### src/rtl/program_loader_pkg.sv
// rtl/program_loader_pkg.sv - shared constants and state encoding for the program loader
// Purpose: state encoding, byte geometry of an instruction word.
// Build option: LOADER_CHECKSUM_EN enables the CHECK state in program_loader.
package program_loader_pkg;

    localparam int BYTE_WIDTH     = 8;
    localparam int BYTES_PER_WORD = 4;

    localparam logic [2:0] S_IDLE    = 3'd0;
    localparam logic [2:0] S_COLLECT = 3'd1;
    localparam logic [2:0] S_WRITE   = 3'd2;
    localparam logic [2:0] S_CHECK   = 3'd3;
    localparam logic [2:0] S_DONE    = 3'd4;

    typedef enum logic [2:0] {
        ST_IDLE    = S_IDLE,
        ST_COLLECT = S_COLLECT,
        ST_WRITE   = S_WRITE,
        ST_CHECK   = S_CHECK,
        ST_DONE    = S_DONE
    } state_t;

endpackage

### src/rtl/program_loader_word_packer.sv
// rtl/program_loader_word_packer.sv - little-endian byte-to-word packer
// Purpose: inserts byte k of a word into bits [8k+7:8k] and flags the fourth byte.
// Ports:
//   clk, reset      clock, asynchronous active-high reset
//   clear           restart at byte 0 (word contents are left as they are)
//   load            accept byte_data this cycle
//   byte_data       incoming byte
//   word            packed word register
//   word_full       load of the last byte of a word is happening this cycle
module program_loader_word_packer
    import program_loader_pkg::*;
(
    input  logic                                 clk,
    input  logic                                 reset,
    input  logic                                 clear,
    input  logic                                 load,
    input  logic [BYTE_WIDTH-1:0]                byte_data,
    output logic [BYTE_WIDTH*BYTES_PER_WORD-1:0] word,
    output logic                                 word_full
);

    localparam int IW = $clog2(BYTES_PER_WORD);

    logic [IW-1:0] index;

    assign word_full = load && (index == IW'(BYTES_PER_WORD - 1));

    always_ff @(posedge clk or posedge reset) begin
        if (reset) begin
            index <= '0;
            word  <= '0;
        end else if (clear) begin
            index <= '0;
        end else if (load) begin
            word[index*BYTE_WIDTH +: BYTE_WIDTH] <= byte_data;
            // Index wraps naturally from the last byte back to 0.
            index <= index + 1'b1;
        end
    end

endmodule

### src/rtl/program_loader.sv
// rtl/program_loader.sv - streams a byte image into instruction memory while holding the core
// Purpose: packs bytes into 32-bit words and writes them to consecutive word addresses from 0.
// Build option: LOADER_CHECKSUM_EN adds a trailing checksum byte and the error flag.
// Ports:
//   clk, reset                 clock, asynchronous active-high reset
//   start, word_count          load request (IDLE only) and word count, clamped to memory_depth
//   byte_valid, byte_data      byte stream in; byte_ready is the accept strobe
//   mem_we, mem_address, mem_wdata  one-cycle word write to program memory
//   busy, cpu_hold             load in progress (core held)
//   done                       one-cycle completion pulse
//   error                      checksum mismatch, held until the next start
module program_loader
    import program_loader_pkg::*;
#(
    parameter int memory_depth = 128,
    parameter int data_width   = 32
) (
    input  logic                          clk,
    input  logic                          reset,
    input  logic                          start,
    input  logic [$clog2(memory_depth):0] word_count,
    input  logic                          byte_valid,
    input  logic [BYTE_WIDTH-1:0]         byte_data,
    output logic                          byte_ready,
    output logic                          mem_we,
    output logic [data_width-1:0]         mem_address,
    output logic [data_width-1:0]         mem_wdata,
    output logic                          busy,
    output logic                          done,
    output logic                          cpu_hold,
    output logic                          error
);

    localparam int CW = $clog2(memory_depth) + 1;

    state_t                              state, state_next;
    logic [CW-1:0]                       count_q, count_clamped;
    logic                                handshake, start_load, word_full, last_word;
    logic [BYTE_WIDTH*BYTES_PER_WORD-1:0] packed_word;

    assign count_clamped = (word_count > CW'(memory_depth)) ? CW'(memory_depth) : word_count;
    assign start_load    = (state == ST_IDLE) && start;
    assign handshake     = byte_valid && byte_ready;
    // mem_address counts words already written, so this WRITE is the last one
    // when address + 1 reaches the latched count.
    assign last_word     = (mem_address + data_width'(1)) == data_width'(count_q);

`ifdef LOADER_CHECKSUM_EN
    assign byte_ready = (state == ST_COLLECT) || (state == ST_CHECK);
`else
    assign byte_ready = (state == ST_COLLECT);
`endif

    program_loader_word_packer word_packer (
        .clk       (clk),
        .reset     (reset),
        .clear     (start_load),
        .load      (handshake && (state == ST_COLLECT)),
        .byte_data (byte_data),
        .word      (packed_word),
        .word_full (word_full)
    );

    assign mem_wdata = data_width'(packed_word);
    assign cpu_hold  = busy;

    always_comb begin
        state_next = state;
        case (state)
            ST_IDLE: begin
                if (start) state_next = (count_clamped == '0) ? ST_DONE : ST_COLLECT;
            end
            ST_COLLECT: begin
                if (word_full) state_next = ST_WRITE;
            end
            ST_WRITE: begin
`ifdef LOADER_CHECKSUM_EN
                state_next = last_word ? ST_CHECK : ST_COLLECT;
`else
                state_next = last_word ? ST_DONE : ST_COLLECT;
`endif
            end
`ifdef LOADER_CHECKSUM_EN
            ST_CHECK: begin
                if (handshake) state_next = ST_DONE;
            end
`endif
            ST_DONE: state_next = ST_IDLE;
            default: state_next = ST_IDLE;
        endcase
    end

    // Status outputs are registered from the next state so they line up with it.
    always_ff @(posedge clk or posedge reset) begin
        if (reset) begin
            state       <= ST_IDLE;
            count_q     <= '0;
            mem_address <= '0;
            mem_we      <= 1'b0;
            busy        <= 1'b0;
            done        <= 1'b0;
        end else begin
            state  <= state_next;
            mem_we <= (state_next == ST_WRITE);
            done   <= (state_next == ST_DONE);
            busy   <= (state_next != ST_IDLE);
            if (start_load) begin
                count_q     <= count_clamped;
                mem_address <= '0;
            end else if (state == ST_WRITE) begin
                mem_address <= mem_address + data_width'(1);
            end
        end
    end

`ifdef LOADER_CHECKSUM_EN
    logic [BYTE_WIDTH-1:0] sum;

    always_ff @(posedge clk or posedge reset) begin
        if (reset) begin
            sum   <= '0;
            error <= 1'b0;
        end else if (start_load) begin
            sum   <= '0;
            error <= 1'b0;
        end else if (handshake && (state == ST_COLLECT)) begin
            sum <= sum + byte_data;
        end else if (handshake && (state == ST_CHECK)) begin
            error <= (byte_data != sum);
        end
    end
`else
    assign error = 1'b0;
`endif

endmodule

### config.mk
export PLATFORM = sky130hd
export DESIGN_NAME = program_loader
export DESIGN_NICKNAME = d
export VERILOG_FILES = /design/src/rtl/program_loader_pkg.sv /design/src/rtl/program_loader_word_packer.sv /design/src/rtl/program_loader.sv
export SDC_FILE = /design/constraint.sdc
export NUM_CORES = 1
export LEC_CHECK = 0
export CAP_MARGIN = 10
export CORE_ASPECT_RATIO = 1.25
export CORE_MARGIN = 3
export CORE_UTILIZATION = 40
export CTS_BUF_LIST = sky130_fd_sc_hd__clkbuf_4 sky130_fd_sc_hd__clkbuf_8
export CTS_CLUSTER_DIAMETER = 30
export DETAILED_ROUTE_END_ITERATION = 12
export PLACE_DENSITY = 0.66
export SKIP_CTS_REPAIR_TIMING = 1
export SYNTH_ARGS = -nofsm -noshare
export SYNTH_HDL_FRONTEND = slang
export SYNTH_HIERARCHICAL = 1
export SYNTH_SLANG_ARGS = --single-unit
### constraint.sdc
create_clock -name clk -period 3.1 [get_ports clk]
set_clock_uncertainty 0.2 [all_clocks]
set_input_delay 0.62 -clock clk [delete_from_list [all_inputs] [get_ports clk]]
set_output_delay 0.62 -clock clk [all_outputs]
set_load 0.02 [all_outputs]
==> summary.txt, run 1 <==
=================================================================================
HPWL after detailed placement                                             9750 µm
Largest cells by area after synthesis                                dfrtp_1 (42%), o21ai_0 (5.7%), nand2_1 (5.6%), o32ai_1 (4.0%), inv_1 (3.1%)
Sequential share of the synthesized area                                    42.1%
End of the worst register-to-register path                               state[0]
Layout cells sized above 1                                                  16.0%
Detailed-routing iteration count for the pre-antenna-repair pass                8
Sw Share                                                                    38.8%
Die Wd                                                                     104 µm
GRT Util Overall                                                            20.5%
Mapped Cells                                                                  536
Critical Path Start Type                                                     flop
Origin of the critical flop-to-flop path                             mem_address[0]
Part of the total power dissipated in the clock network                     20.9%
Worst hold-check path type                                             reg -> reg
Delay of the slowest cell on the worst path                               0.60 ns
Number of top-level pins                                                       90
Ys async rst share                                                           100%
Cell variety after synth                                                       64
Largest net degree at the start of global routing                              35
Core outline area                                                       11400 µm²
Number of non-filler instances in the completed layout                        801
Net switching power figure                                                1610 µW
Number of antenna violations at the first check in global routing               0
Synth Cell Area                                                          4760 µm²
Endpoint type of the worst setup path                                        flop
Number of nets at the end of the flow                                         665
Crit-path slowest cell                                                      or4_4
CP dominant cell by count                                                   or4_4
Sum of overflow across all layers after global routing                          0
Min setup slack post-route                                              0.0827 ns
Last weighted congestion value of the routability-driven placer             0.894
Setup tns final                                                              0 ns
Site Rows                                                                      43
Max-slew headroom at the worst pin                                          43.0%
Logic gate share of total power                                             42.9%
Terminating pin of the worst hold path                                 count_q[3]
Net count after synthesis                                                     562
N_diodes                                                                        0
Hold path startpoint                                                   count_q[3]
Required time worst endpoint                                              3.14 ns
CP cell instances                                                    ha_4 > nand3_2 > or4_4 > nor4b_4 > xnor2_1 > o221ai_1 > or4_4 > a221o_1
Max frequency                                                           0.331 GHz
Max Transition Viols Final                                                      0
Part of the power in registers                                              36.2%
Buffer cell driving the clock tree root                                  clkbuf_8
Pint                                                                      2540 µW
Register-to-register setup slack                                          0.08 ns
Area of the die                                                         13200 µm²
Final Hold Fails                                                                0
Register-to-Register Path Depth                                                 8
Minimum setup slack after placement                                     0.0177 ns
Global-route wire length before repair                                   22200 µm
Share of the clock period used by the worst path after layout               97.3%
Number of storage elements in the synthesis netlist                            80
Critical path data arrival time                                           3.06 ns
Maximum fanout encountered on the critical timing path                          5
Area leader, netlist                                                      dfrtp_1
Clock period minus worst slack                                            3.02 ns
DRC violation total after the first TritonRoute iteration                     246
Final setup viols                                                               0
Most common library cells after synthesis                            dfrtp_1 (80), nand2_1 (71), o21ai_0 (54), inv_1 (39), clkbuf_1 (28)
Most common flop cell mapped by yosys                                     dfrtp_1
Instance count along the most critical hold path                                2
Number of port buffers                                                         88
Maximum buffer depth of the clock tree                                          2
Placed insts                                                                  781
Residual antenna-violating net count after detailed routing                     0
# fillers                                                                    1040
Die height                                                                 128 µm
Post-DR wirelength/cell                                                   16.9 µm
Crit path kind                                                         reg -> reg
Effective utilization at floorplan                                          41.9%
Synthesis Warnings                                                              6
Actual slew at the worst max-slew pin                                    0.855 ns
Clock Pin Slew Worst Setup and Hold Paths                                 0.09 ns
DR DRC count                                                                    0
Layout-stage area growth over the synthesis result                          32.3%
Library cell with the highest instance count after synthesis              dfrtp_1
Drt total wl                                                             13500 µm
Routed vias                                                                  4511
VDD IR max                                                               0.316 mV
TritonCTS clock tree                                                         done
Top cell type's share of synthesized area                                   42.1%
Number of H-tree levels                                                         3
Number of global-route vias before repair                                    4500
Clk sink count                                                                 80
Outcome                                                              complete, no violations
Count of max-cap constraint violations                                          0
Drt via density                                                              5.63
Core utilization of the finished layout                                     55.5%
Avg Synthesized Cell Area                                                8.88 µm²
Number of enable flip-flop cells after synthesis                                0
Cell leakage power                                                     0.00261 µW
Source-to-sink clock delay at the later pin of the worst-skew pair        0.35 ns
Clock buffers created by TritonCTS                                              9
Power Dens Cells                                                       659 nW/µm²
=================================================================================
## worst max path at each step
stage	cells after the start	slack, ns	startpoint	endpoint
3_5_place_dp	8	0.02	mem_address[0]	state[0]
6_report	8	0.08	mem_address[0]	state[0]
2_1_floorplan	9	0.0003	mem_address[9]	state[0]
3_3_place_gp	8	0.04	mem_address[2]	state[0]
5_1_grt	8	-0.006	mem_address[0]	state[0]
4_1_cts	8	0.005	mem_address[0]	state[0]
## cell usage in the layout (no fill, tap or decap), drive strengths merged, types with 3 or more instances in the layout
master         instances
clkbuf                 9
xnor2                 10
nand2                 71
o32ai                 30
a21oi                 11
buf                   49
or3                    6
nand3                 15
inv                   40
nor4                   5
or4                    7
and2                   5
o41ai                  5
dfrtp                 80
nand4                 14
and3b                  4
nor3                  11
and3                  12
clkinv                 3
and4                   5
clkdlybuf4s50         88
a21o                   3
nor2                  28
ha                     6
a31oi                  5
or2                    3
xor2                  10
o21ai                 54
o31ai                 12
nand2b                10
## power by group through the flow
stage	Clock [µW]	Combinational [µW]	Sequential (µW)
floorplan	0	854	1740
global placement	0	1710	1510
detailed placement	0	1750	1520
CTS	887	1750	1500
global route	937	1930	1540
finish	867	1780	1500
## layer usage
metal / up-vias / part of all wire, % / track usage [%]
met2: 168 / 48 / 34.5
met1: 2193 / 43 / 25.4
li1: 2119 / - / -
met3: 31 / 6.0 / 4.08
met4: 0 / 3.2 / 9.78
met5: - / 0 / 0
## per-stage QoR
step	power, µW	hold WS (ns)	area, µm²
5_1_grt	4410	0.347	6300
3_3_place_gp	3220	0.293	6000
4_1_cts	4140	0.314	6220
6_report	4150	0.309	6300
3_5_place_dp	3270	0.296	6000
2_1_floorplan	2590	0.265	4800
## logic make-up after synthesis
group / synth area share [%]
DFF: 42.1
adders and majority gates: 1.58
other: 0.0788
AOI/OAI and AO/OA: 20.2
muxes: 0.894
xor gates and xnor gates: 3.68
buffers and inverters: 7.41
and+or+nand+nor: 24.0
## worst max-delay path: cells and delay by family, from the launching register on
family,cells,cell delay (ns)
simple gates,4,1.52
compound gates,2,0.43
xor+xnor,1,0.16
fa+ha+maj,1,0.17
flops,1,0.42
## sequential cells by signal (all words and copies together), names as in the netlist
register / flops
state: 3
word_packer/index: 2
word_packer/word: 32
count_q: 8
busy: 1
done: 1
mem_address: 32
mem_we: 1
## layout make-up
cell class              instances  area [µm²]  area share [%]
clock buffers                   9         124            1.97
repair buffers                137        1250            19.8
clock inverters                 7        95.1            1.51
multi-input cells             372        2480            39.3
well taps                     157         196            3.12
flip-flops and latches         80        2010            31.9
inverters                      39         146            2.33
No activity file was read; power rests on OpenSTA's default activity.
==> inputs of run 2 (changes only) <==
- PLACE_DENSITY: 0.66 -> not set
- clock period: 3.1 -> 3.8 ns (I/O delays scaled with it)
==> summary.txt, run 2 (synthesis results as in run 1) <==
=================================================================================
Final setup viols                                                               0
VDD IR max                                                               0.204 mV
Clock Pin Slew Worst Setup and Hold Paths                                 0.09 ns
Detailed-routing iteration count for the pre-antenna-repair pass                5
Last weighted congestion value of the routability-driven placer             0.802
Final Hold Fails                                                                0
Layout-stage area growth over the synthesis result                          23.5%
Largest regs                                                         mem_address (32), word_packer/word (32), count_q (8)
Setup repair after global routing missed its margin                         false
GRT Util Overall                                                            20.4%
Register-to-Register Path Depth                                                 8
CP startpoint                                                        mem_address[0]
Core outline area                                                       11400 µm²
Maximum fanout encountered on the critical timing path                          8
Actual slew at the worst max-slew pin                                     1.01 ns
DR DRC count                                                                    0
Drt total wl                                                             13200 µm
Die height                                                                 128 µm
Area of the die                                                         13200 µm²
Number of global-route vias before repair                                    4252
Count of max-cap constraint violations                                          0
CP cell instances                                                    ha_1 > nand3_1 > or4_4 > nor4b_2 > xnor2_1 > o221ai_1 > or4_4 > a221o_1
Hold path startpoint                                                   count_q[3]
Post-DR wirelength/cell                                                   17.5 µm
Critical Path Start Type                                                     flop
Number of non-filler instances in the completed layout                        757
Origin of the critical flop-to-flop path                             mem_address[0]
Max frequency                                                           0.289 GHz
# fillers                                                                    1095
Clk sink count                                                                 80
Total power consumption of the routed design                              3300 µW
Routed vias                                                                  4272
Max-slew headroom at the worst pin                                          32.5%
Sum of overflow across all layers after global routing                          0
Sequential cell area in the final layout                                 2000 µm²
Number of top-level pins                                                       90
Endpoint type of the worst setup path                                        flop
Share of the clock period used by the worst path after layout               90.9%
End of the worst register-to-register path                               state[0]
Power Dens Cells                                                       561 nW/µm²
Effective utilization at floorplan                                          41.9%
Number of H-tree levels                                                         3
Placed insts                                                                  741
Number of port buffers                                                         88
Die Wd                                                                     104 µm
Delay of the slowest cell on the worst path                               0.59 ns
Outcome                                                              complete, no violations
Residual antenna-violating net count after detailed routing                     0
Largest net degree at the start of global routing                              47
HPWL after detailed placement                                             9580 µm
Multi-input logic area                                                   2410 µm²
Core utilization of the finished layout                                     51.8%
Layout cells sized above 1                                                  7.67%
Crit path to                                                             state[0]
Register-to-register setup slack                                          0.35 ns
TritonCTS clock tree                                                         done
Most common library cell in the layout ignoring fill and taps        clkdlybuf4s50_1
Buffer cell driving the clock tree root                                  clkbuf_8
Number of antenna violations at the first check in global routing               0
Commonest cells after routing, fill and taps aside                   clkdlybuf4s50_1 (88), dfrtp_1 (80), nand2_1 (71)
Worst hold-check path type                                             reg -> reg
DRC violation total after the first TritonRoute iteration                     186
CP dominant cell by count                                                   or4_4
Site Rows                                                                      43
Source-to-sink clock delay at the later pin of the worst-skew pair        0.37 ns
Cell leakage power                                                     0.00235 µW
Drt via density                                                              5.64
Clock buffers created by TritonCTS                                              9
Global-route wire length before repair                                   22000 µm
Required time worst endpoint                                              3.86 ns
N_diodes                                                                        0
Crit path kind                                                         reg -> reg
Crit-path slowest cell                                                      or4_4
Clock period minus worst slack                                            3.45 ns
Number of nets at the end of the flow                                         621
Setup tns final                                                              0 ns
Maximum buffer depth of the clock tree                                          2
Max Transition Viols Final                                                      0
Critical path data arrival time                                           3.51 ns
=================================================================================
-- run 2: critical path: cells and delay by family, from the launching register on --
| kind | cells | cell delay (ns) |
|---|---|---|
| and+or+nand+nor | 4 | 1.73 |
| adders and majority gates | 1 | 0.34 |
| AOI/OAI and AO/OA | 2 | 0.45 |
| xor gates and xnor gates | 1 | 0.18 |
| DFF | 1 | 0.45 |
-- run 2: area by class of cell --
cell class	instances	area share, %
Sequential cell	80	34.1
Inverter	39	2.49
Timing Repair Buffer	93	15.6
Tap cell	157	3.34
Clock buffer	10	2.34
Clock inverter	6	1.15
Multi-Input combinational cell	372	41.0
-- run 2: power breakdown --
group | internal, µW | total [µW] | switching [µW]
Sequential | 1070 | 1230 | 163
Combinational | 599 | 1400 | 803
Clock | 324 | 662 | 338
Total | 1990 | 3300 | 1300
-- run 2: worst min-delay path by stage --
stage | slack, ns | cells after the start | endpoint
2_1_floorplan | 0.27 | 2 | count_q[7]
3_3_place_gp | 0.29 | 2 | word_packer/word[14]
3_5_place_dp | 0.30 | 2 | count_q[7]
4_1_cts | 0.32 | 2 | count_q[3]
5_1_grt | 0.35 | 2 | word_packer/word[9]
6_report | 0.31 | 2 | count_q[3]
-- run 2: through the flow --
stage | hold slack, ns | setup WS (ns) | cell area [µm²]
floorplan | 0.265 | 0.442 | 4760
global placement | 0.295 | 0.329 | 5670
detailed placement | 0.301 | 0.233 | 5670
CTS | 0.323 | 0.212 | 5870
global route | 0.354 | 0.103 | 5880
finish | 0.313 | 0.346 | 5880
-- run 2: layer usage --
metal / GRT usage (%) / part of all wire (%)
met4: 6.81 / 1.7
met2: 35.4 / 51
met5: 0 / 0
met3: 4.28 / 5.2
met1: 25.7 / 42
==> inputs of run 3 (changes only) <==
==> constraint.sdc (replaced) <==
create_clock -name clk -period 3.8 [get_ports clk]
set_clock_uncertainty 0.2 [all_clocks]
set_input_delay 0.76 -clock clk [delete_from_list [all_inputs] [get_ports clk]]
set_output_delay 0.76 -clock clk [all_outputs]
set_load 0.1 [all_outputs]
==> summary.txt, run 3 (synthesis results as in run 1) <==
=================================================================================
Outcome                                                              complete, no violations
Number of global-route vias before repair                                    4111
Number of port buffers                                                         88
WL met1                                                                   5610 µm
Post-DR wirelength/cell                                                   17.1 µm
Count of max-cap constraint violations                                          0
Final Hold Fails                                                                0
VDD IR max                                                               0.365 mV
Number of H-tree levels                                                         3
Max Transition Viols Final                                                      0
Worst slack on hold paths                                                0.313 ns
DR DRC count                                                                    0
Crit path kind                                                         reg -> reg
Most common library cell in the layout ignoring fill and taps             dfrtp_1
Number of antenna violations at the first check in global routing               0
Number of nets at the end of the flow                                         622
Core outline area                                                       11400 µm²
Detailed-routed wire length on met3                                        501 µm
Critical Path Start Type                                                     flop
DR WL met2                                                                6450 µm
Drt via density                                                              5.60
Global-route wire length before repair                                   21400 µm
Buffer cell driving the clock tree root                                  clkbuf_8
Actual slew at the worst max-slew pin                                     1.00 ns
Die Wd                                                                     104 µm
Last weighted congestion value of the routability-driven placer             0.813
Routed vias                                                                  4244
Maximum fanout encountered on the critical timing path                          8
Max frequency                                                           0.288 GHz
Placed inst area                                                         5600 µm²
Number of top-level pins                                                       90
TritonCTS clock tree                                                         done
Area of the die                                                         13200 µm²
Setup repair after global routing missed its margin                         false
Setup tns final                                                              0 ns
Drt total wl                                                             12900 µm
N_diodes                                                                        0
Final setup viols                                                               0
Site Rows                                                                      43
Clock Pin Slew Worst Setup and Hold Paths                                 0.10 ns
Clock period minus worst slack                                            3.47 ns
Layout cells sized above 1                                                  13.3%
HPWL after detailed placement                                             9230 µm
Placed insts                                                                  742
Detailed-routing iteration count for the pre-antenna-repair pass                4
Highest routing layer actually used                                          met4
Maximum buffer depth of the clock tree                                          2
Required time worst endpoint                                              3.85 ns
Layout-stage area growth over the synthesis result                          22.0%
Source-to-sink clock delay at the later pin of the worst-skew pair        0.37 ns
DRC violation total after the first TritonRoute iteration                     174
GRT Util Overall                                                            19.9%
Final instance area                                                      5800 µm²
Endpoint type of the worst setup path                                        flop
Clock buffers created by TritonCTS                                              9
Share of the clock period used by the worst path after layout               91.3%
Largest regs                                                         mem_address (32), word_packer/word (32), count_q (8)
Sum of overflow across all layers after global routing                          0
Worst hold-check path type                                             reg -> reg
Commonest cells after routing, fill and taps aside                   dfrtp_1 (77), nand2_1 (71), clkdlybuf4s50_1 (57)
Largest net degree at the start of global routing                              35
Critical path data arrival time                                           3.52 ns
Number of non-filler instances in the completed layout                        758
Cell leakage power                                                     0.00240 µW
Core utilization of the finished layout                                     51.1%
Power Dens Cells                                                       743 nW/µm²
Max-slew headroom at the worst pin                                          32.9%
Residual antenna-violating net count after detailed routing                     0
Die height                                                                 128 µm
Clk sink count                                                                 80
Effective utilization at floorplan                                          41.9%
=================================================================================
[run 3: cell types whose count changed in the layout (fill, tap and decap cells not counted), moves of 3 or more]
| cell | previous run | this run |
|---|---|---|
| clkdlybuf4s50_1 | 88 | 57 |
| buf_4 | 5 | 37 |
| dfrtp_1 | 80 | 77 |
| dfrtp_2 | 0 | 3 |
[run 3: layout make-up]
cell class,count,area (µm²)
Clock inverter,7,78.8
Timing Repair Buffer,94,848
Sequential cell,80,2010
Clock buffer,9,124
Multi-Input combinational cell,372,2400
Fill cell,1091,5550
Inverter,39,146
Tap cell,157,196
[run 3: power by group]
group	total, µW	switching (µW)	internal [µW]
Sequential	1220	154	1070
Combinational	2440	1850	591
Clock	654	345	309
Total	4310	2340	1970
[run 3: per-layer routing]
layer,up-vias,track usage (%)
li1,2044,-
met5,-,0
met3,28,3.27
met4,0,9.08
met2,115,33.2
met1,2057,25.6
[run 3: worst max-delay path, cell delays in order (launching register included)]
cell      delay [ns]
dfrtp_2         0.43
ha_1            0.31
nand3_1         0.17
or4_4           0.59
nor4b_1         0.49
xnor2_1         0.18
o221ai_1        0.13
or4_4           0.55
a221o_1         0.30
[run 3: final timing paths]
| path | from | depth (start not counted) | slack (ns) | to |
|---|---|---|---|---|
| setup / recovery | mem_address[0] | 8 | 0.33 | state[0] |
| min in group asynchronous | reset | 2 | 0.56 | count_q[6] |
| setup reg to reg | mem_address[0] | 8 | 0.33 | state[0] |
| hold / removal | count_q[7] | 2 | 0.31 | count_q[7] |
| max in group asynchronous | reset | 3 | 2.11 | mem_address[22] |
| hold reg to reg | count_q[7] | 2 | 0.31 | count_q[7] |
[run 3: per-stage QoR]
| step | total power [µW] | setup WS (ns) |
|---|---|---|
| 2_1_floorplan | 3150 | 0.0229 |
| 3_3_place_gp | 3660 | 0.381 |
| 3_5_place_dp | 3690 | 0.344 |
| 4_1_cts | 4360 | 0.341 |
| 5_1_grt | 4540 | 0.106 |
| 6_report | 4310 | 0.331 |
